### src/rtl/fp_align_unit_if.sv
// Operand and result handshakes between the FP adder front half and its neighbours.
// slave is the alignment unit's view; master is the upstream/downstream side.
interface fp_align_unit_if;
    logic        in_valid;
    logic        in_ready;
    logic [31:0] op_a;
    logic [31:0] op_b;
    logic        out_valid;
    logic        out_ready;
    logic [23:0] aligned_result;
    logic [7:0]  exponent_out;
    logic        aligned_sign;
    logic        sticky_bit;
    logic        out_special;

    modport slave (
        input  in_valid, op_a, op_b, out_ready,
        output in_ready, out_valid, aligned_result, exponent_out, aligned_sign, sticky_bit,
               out_special
    );

    modport master (
        output in_valid, op_a, op_b, out_ready,
        input  in_ready, out_valid, aligned_result, exponent_out, aligned_sign, sticky_bit,
               out_special
    );
endinterface

### src/rtl/fp_align_unit.sv
// FP32 adder front half: unpack, magnitude-order, multi-cycle sticky right shift of the
// smaller mantissa, then add/subtract. Normalization and rounding happen downstream.
module fp_align_unit #(
    parameter int unsigned SHIFT_PER_CYCLE = 4
) (
    input logic           clk,
    input logic           rst_n,
    fp_align_unit_if.slave bus
);
    localparam logic [2:0] StIdle    = 3'd0;
    localparam logic [2:0] StCompare = 3'd1;
    localparam logic [2:0] StShift   = 3'd2;
    localparam logic [2:0] StAdd     = 3'd3;
    localparam logic [2:0] StDone    = 3'd4;

    localparam logic [4:0] StepMax = 5'(SHIFT_PER_CYCLE);

    logic [2:0]  stateQ, stateD;
    logic [31:0] opAQ, opAD, opBQ, opBD;
    logic [23:0] mantLQ, mantLD, mantSQ, mantSD;
    logic [7:0]  expLQ, expLD;
    logic        signLQ, signLD, signSQ, signSD;
    logic [4:0]  remainQ, remainD;
    logic        stickyQ, stickyD;
    logic        specialPendQ, specialPendD;
    logic [23:0] resultQ, resultD;
    logic [7:0]  expOutQ, expOutD;
    logic        signOutQ, signOutD;
    logic        stickyOutQ, stickyOutD;
    logic        specialQ, specialD;

    // Unpacked operands; exponent 0 flushes to zero
    logic [7:0]  expA, expB;
    logic [23:0] mantA, mantB;
    logic        aGeB;
    assign expA  = opAQ[30:23];
    assign expB  = opBQ[30:23];
    assign mantA = (expA == 8'd0) ? 24'd0 : {1'b1, opAQ[22:0]};
    assign mantB = (expB == 8'd0) ? 24'd0 : {1'b1, opBQ[22:0]};
    assign aGeB  = opAQ[30:0] >= opBQ[30:0];

    // Per-cycle shift step and mask of the bits that fall off the bottom
    logic [4:0]  step;
    logic [23:0] lostMask;
    assign step     = (remainQ > StepMax) ? StepMax : remainQ;
    assign lostMask = ~(24'hFF_FFFF << step);

    logic [24:0] sum;
    logic        isSub;
    assign isSub = signLQ != signSQ;
    assign sum   = isSub ? ({1'b0, mantLQ} - {1'b0, mantSQ}) : ({1'b0, mantLQ} + {1'b0, mantSQ});

    always_comb begin
        logic [7:0] expS;
        logic [7:0] diff;
        stateD       = stateQ;
        opAD         = opAQ;
        opBD         = opBQ;
        mantLD       = mantLQ;
        mantSD       = mantSQ;
        expLD        = expLQ;
        signLD       = signLQ;
        signSD       = signSQ;
        remainD      = remainQ;
        stickyD      = stickyQ;
        specialPendD = specialPendQ;
        resultD      = resultQ;
        expOutD      = expOutQ;
        signOutD     = signOutQ;
        stickyOutD   = stickyOutQ;
        specialD     = specialQ;
        expS         = 8'd0;
        diff         = 8'd0;
        case (stateQ)
            StIdle: begin
                if (bus.in_valid) begin
                    opAD   = bus.op_a;
                    opBD   = bus.op_b;
                    stateD = StCompare;
                end
            end
            StCompare: begin
                specialPendD = (expA == 8'hFF) || (expB == 8'hFF);
                if (aGeB) begin
                    mantLD = mantA;  mantSD = mantB;
                    expLD  = expA;   expS   = expB;
                    signLD = opAQ[31]; signSD = opBQ[31];
                end else begin
                    mantLD = mantB;  mantSD = mantA;
                    expLD  = expB;   expS   = expA;
                    signLD = opBQ[31]; signSD = opAQ[31];
                end
                diff    = expLD - expS;
                remainD = (diff > 8'd25) ? 5'd25 : diff[4:0];
                stickyD = 1'b0;
                // Specials still spend the ADD cycle so their latency matches d=0
                if (specialPendD || remainD == 5'd0) stateD = StAdd;
                else                                 stateD = StShift;
            end
            StShift: begin
                mantSD  = mantSQ >> step;
                stickyD = stickyQ | (|(mantSQ & lostMask));
                remainD = remainQ - step;
                if (remainQ == step) stateD = StAdd;
            end
            StAdd: begin
                resultD    = 24'd0;
                expOutD    = 8'd0;
                signOutD   = 1'b0;
                stickyOutD = 1'b0;
                specialD   = 1'b0;
                if (specialPendQ) begin
                    specialD = 1'b1;
                end else if (sum[24]) begin
                    if (8'(expLQ + 8'd1) == 8'hFF) begin
                        specialD = 1'b1;
                    end else begin
                        resultD    = sum[24:1];
                        stickyOutD = stickyQ | sum[0];
                        expOutD    = expLQ + 8'd1;
                        signOutD   = signLQ;
                    end
                end else begin
                    resultD    = sum[23:0];
                    stickyOutD = stickyQ;
                    expOutD    = expLQ;
                    signOutD   = (isSub && sum == 25'd0) ? 1'b0 : signLQ;
                end
                stateD = StDone;
            end
            StDone: begin
                if (bus.out_ready) stateD = StIdle;
            end
            default: stateD = StIdle;
        endcase
    end

    always_ff @(posedge clk or negedge rst_n) begin
        if (!rst_n) begin
            stateQ       <= StIdle;
            opAQ         <= 32'd0;
            opBQ         <= 32'd0;
            mantLQ       <= 24'd0;
            mantSQ       <= 24'd0;
            expLQ        <= 8'd0;
            signLQ       <= 1'b0;
            signSQ       <= 1'b0;
            remainQ      <= 5'd0;
            stickyQ      <= 1'b0;
            specialPendQ <= 1'b0;
            resultQ      <= 24'd0;
            expOutQ      <= 8'd0;
            signOutQ     <= 1'b0;
            stickyOutQ   <= 1'b0;
            specialQ     <= 1'b0;
        end else begin
            stateQ       <= stateD;
            opAQ         <= opAD;
            opBQ         <= opBD;
            mantLQ       <= mantLD;
            mantSQ       <= mantSD;
            expLQ        <= expLD;
            signLQ       <= signLD;
            signSQ       <= signSD;
            remainQ      <= remainD;
            stickyQ      <= stickyD;
            specialPendQ <= specialPendD;
            resultQ      <= resultD;
            expOutQ      <= expOutD;
            signOutQ     <= signOutD;
            stickyOutQ   <= stickyOutD;
            specialQ     <= specialD;
        end
    end

    assign bus.in_ready       = (stateQ == StIdle);
    assign bus.out_valid      = (stateQ == StDone);
    assign bus.aligned_result = resultQ;
    assign bus.exponent_out   = expOutQ;
    assign bus.aligned_sign   = signOutQ;
    assign bus.sticky_bit     = stickyOutQ;
    assign bus.out_special    = specialQ;
endmodule

### src/flat_wrapper.sv
// flat-port wrapper written by rule: the top's interface ports become plain ports
module fp_align_unit_flat 
#(
    parameter int unsigned SHIFT_PER_CYCLE = 4
)
  (clk, rst_n, bus_in_valid, bus_op_a, bus_op_b, bus_out_ready, bus_in_ready, bus_out_valid, bus_aligned_result, bus_exponent_out, bus_aligned_sign, bus_sticky_bit, bus_out_special);
  fp_align_unit_if bus_i ();
  input logic clk;
  input logic rst_n;
  input wire logic [$bits(bus_i.in_valid)-1:0] bus_in_valid;
  input wire logic [$bits(bus_i.op_a)-1:0] bus_op_a;
  input wire logic [$bits(bus_i.op_b)-1:0] bus_op_b;
  input wire logic [$bits(bus_i.out_ready)-1:0] bus_out_ready;
  output wire logic [$bits(bus_i.in_ready)-1:0] bus_in_ready;
  output wire logic [$bits(bus_i.out_valid)-1:0] bus_out_valid;
  output wire logic [$bits(bus_i.aligned_result)-1:0] bus_aligned_result;
  output wire logic [$bits(bus_i.exponent_out)-1:0] bus_exponent_out;
  output wire logic [$bits(bus_i.aligned_sign)-1:0] bus_aligned_sign;
  output wire logic [$bits(bus_i.sticky_bit)-1:0] bus_sticky_bit;
  output wire logic [$bits(bus_i.out_special)-1:0] bus_out_special;
  assign bus_i.in_valid = bus_in_valid;
  assign bus_i.op_a = bus_op_a;
  assign bus_i.op_b = bus_op_b;
  assign bus_i.out_ready = bus_out_ready;
  assign bus_in_ready = bus_i.in_ready;
  assign bus_out_valid = bus_i.out_valid;
  assign bus_aligned_result = bus_i.aligned_result;
  assign bus_exponent_out = bus_i.exponent_out;
  assign bus_aligned_sign = bus_i.aligned_sign;
  assign bus_sticky_bit = bus_i.sticky_bit;
  assign bus_out_special = bus_i.out_special;
  fp_align_unit #(.SHIFT_PER_CYCLE(SHIFT_PER_CYCLE)) u_core (.clk(clk), .rst_n(rst_n), .bus(bus_i));
endmodule
### config.mk
export PLATFORM = sky130hd
export DESIGN_NAME = fp_align_unit_flat
export DESIGN_NICKNAME = d
export VERILOG_FILES = /design/src/rtl/fp_align_unit_if.sv /design/src/rtl/fp_align_unit.sv /design/src/flat_wrapper.sv
export SDC_FILE = /design/constraint.sdc
export NUM_CORES = 1
export LEC_CHECK = 0
export ABC_AREA = 1
export ABC_CLOCK_PERIOD_IN_PS = 7950
export CORE_ASPECT_RATIO = 0.9
export CORE_MARGIN = 4
export CORE_UTILIZATION = 30
export DETAILED_ROUTE_END_ITERATION = 7
export GPL_ROUTABILITY_DRIVEN = 0
export SLEW_MARGIN = 15
export SYNTH_ARGS = -nofsm -noshare
export SYNTH_HDL_FRONTEND = slang
export SYNTH_SLANG_ARGS = --single-unit
### constraint.sdc
create_clock -name clk -period 7.95 [get_ports clk]
set_input_delay 1.59 -clock clk [delete_from_list [all_inputs] [get_ports clk]]
set_output_delay 1.59 -clock clk [all_outputs]
set_load 0.01 [all_outputs]
==> results.yml <==
global_routing:
  antenna_found_initial: 0
  grt.total_usage_pct: 16.3
  gr-total-overflow: 0
  grt_max_degree: 101
  grt_pass1_vias: 9948
  grt_first_pass_wirelength_um: 54000
clock_network:
  clk_pin_slew_ns: 0.07
  numCtsBuffers: 17
  clock-sinks: 167
  cts_max_path_buffers: 2
  post-cts-setup-buffer-count: 0
  cts_tree: "yes"
  cts_max_level: 4
  clock_latency_ns: 0.44
  cts_hold_buf: 0
  cts.repair.resized: 0
  cts_root_buffer: "clkbuf_16"
timing:
  hold_violations: 0
  fin_crit_ns: 5.04
  worst_pin_slew_ns: 1.10
  rsz0062_at_grt: "no"
  slew_violations: 0
  fmax_mhz: 198
  post-route-period-util_pct: 63.5
  finalSetupViolCount: 0
  maxSlewHeadroom_pct: 26.2
  finClkSkew_ns: 0.0108
  fin_setup_tns_ns: 0
logic_synthesis:
  synth_xor_area_share_pct: 4.00
  synth_compound_area_share_pct: 20.6
  synth_edf_count: 0
  yosysUniqueCellTypes: 58
  synth-async-reset-ratio_pct: 100
  synthCells: 1549
  synthAdderAreaFrac_pct: 6.67
  synth_seq_cells: 167
  yosys_warnings: 0
  ys.flop_type: "dfrtp_1"
  synth_top_family_by_area: "simple AND/OR/NAND/NOR gates"
  synth_nets: 1677
  yosys.area_share.simple_pct: 21.9
  synthMuxAreaShare_pct: 0.726
  postSynthAreaPerCell_um2: 7.34
  synthesis.area_um2: 11400
  ys_seq_area_share_pct: 36.7
routing:
  wire_per_inst_um: 15.9
  postRouteWirelength_um: 33600
  antenna_left: 0
  viasPerCell: 5.04
  drc: 0
  vias: 10700
  drt-initial-drc-count: 1054
  first_pass_iters: 5
worst_setup_path:
  arrival_ns: 5.40
  cpMostUsedCell: "nand2_1"
  regToRegSetupSlack_ns: 2.91
  end_kind: "register"
  crit_type: "register to register"
  worstPathRequired_ns: 8.31
  start_kind: "register"
  worst_path_largest_cell_delay_ns: 0.43
  worst_path_max_delay_cell: "dfrtp_1"
  cp_max_fo: 34
layout:
  final_common_cell: "nand2_1"
  nets: 1744
  diodes: 0
  drive_gt1_share_pct: 4.91
  fill_cells: 3885
  syn_to_final_growth_pct: 17.7
  final_cell_mix: "320 x nand2_1, 203 x inv_1, 171 x nor2_1, 167 x dfrtp_1, 121 x a21oi_1"
floorplanning:
  dieArea_um2: 41100
  die_y_um: 193
  ios: 105
  initial_core_util_pct: 30.5
  core.rowCount: 67
  core_area_um2: 37300
  die_w_um: 213
place:
  hpwlAfterDp_um: 25600
  io_buffers: 104
status:
  outcome: "completed"
hold_path:
  hp-class: "register to register"
run:
  maxCapViolCount: 0
-- sequential cells by signal, summed over array words and instances (netlist names), 5 cells and up --
name,flops
u_core.expLQ,8
u_core.opBQ,32
u_core.bus.exponent_out,8
u_core.mantLQ,24
u_core.mantSQ,24
u_core.bus.aligned_result,24
u_core.opAQ,32
u_core.remainQ,5
-- cells in the mapped netlist, types with 4 or more instances --
library cell	count	area [um2]
nor2_1	171	642
o22ai_1	18	113
a22oi_1	5	37.5
nand4_1	16	100
nand2_1	321	1200
o221ai_1	31	272
o21ai_1	26	130
nor4_1	8	50.1
clkbuf_1	45	169
or2_2	4	25.0
xor2_1	38	333
ha_1	59	738
dfrtp_1	167	4180
a21o_1	5	37.5
buf_2	6	30.0
nand2_2	6	37.5
nor3_1	13	65.1
inv_2	7	26.3
o32ai_1	13	114
o21ai_0	112	561
buf_1	7	26.3
xnor2_1	14	123
a21oi_1	121	606
mux2i_1	6	60.1
nand3_1	39	195
nor3_2	4	40.0
o21a_1	24	180
a221oi_1	6	52.6
inv_1	203	762
a211oi_1	5	37.5
-- layer usage --
layer  part of all wire (%)  global-route usage [%]
met2                     40                    22.7
met4                    1.2                    3.59
met3                    6.9                    2.32
met1                     52                    26.3
met5                      0                       0
-- critical path, delay by kind of cell (launching register included) --
| kind | cells | cell delay (ns) |
|---|---|---|
| AO/OA/AOI/OAI | 5 | 0.80 |
| XOR/XNOR | 1 | 0.14 |
| adder cells (fa/ha/maj) | 1 | 0.32 |
| buffers and inverters | 6 | 0.87 |
| flip-flops | 1 | 0.43 |
| AND/OR/NAND/NOR | 16 | 2.38 |
-- per-stage QoR --
stage	utilization (%)	cells	cell area (um2)	worst slack [ns]	hold slack (ns)
finish	35.9	2112	13400	2.91	0.484
detailed placement	34.3	2080	12800	2.95	0.472
global placement	34.3	2080	12800	2.98	0.473
CTS	35.9	2112	13400	2.91	0.490
floorplan	-	1549	11400	4.06	0.454
global route	35.9	2112	13400	2.32	0.517
-- path summary, 6_finish.rpt --
kind | endpoint | startpoint | depth (start not counted)
worst max-delay path | u_core.bus.aligned_result[6]$_DFFE_PN0P_ | u_core.mantSQ[1]$_DFFE_PN0P_ | 29
worst min-delay path | u_core.bus.aligned_result[22]$_DFFE_PN0P_ | u_core.bus.aligned_result[22]$_DFFE_PN0P_ | 2
worst max register to register | u_core.bus.aligned_result[6]$_DFFE_PN0P_ | u_core.mantSQ[1]$_DFFE_PN0P_ | 29
worst min register to register | u_core.bus.aligned_result[22]$_DFFE_PN0P_ | u_core.bus.aligned_result[22]$_DFFE_PN0P_ | 2
max in group asynchronous | u_core.remainQ[3]$_DFFE_PN0P_ | rst_n | 2
min in group asynchronous | u_core.bus.exponent_out[1]$_DFFE_PN0P_ | rst_n | 1
-- logic make-up (layout without fill, tap and decap cells) --
group,count (synthesis),after routing
simple gates,597,597
compound gates,390,390
buf+inv,274,354
flops,167,167
fa+ha+maj,60,60
xor+xnor,52,52
mux,8,8
other cells,1,1
-- layout make-up --
| cell class | instances | area (um2) | share of cell area, % |
|---|---|---|---|
| Timing Repair Buffer | 110 | 1090 | 8.13 |
| Sequential cell | 167 | 4180 | 31.2 |
| Multi-Input combinational cell | 1108 | 6150 | 45.9 |
| Tap cell | 483 | 604 | 4.52 |
| Clock buffer | 18 | 429 | 3.21 |
| Inverter | 212 | 796 | 5.95 |
| Clock inverter | 14 | 140 | 1.05 |
Power is not shown: default switching activity piles up to over one toggle a cycle in this logic, so the estimate is an artifact.
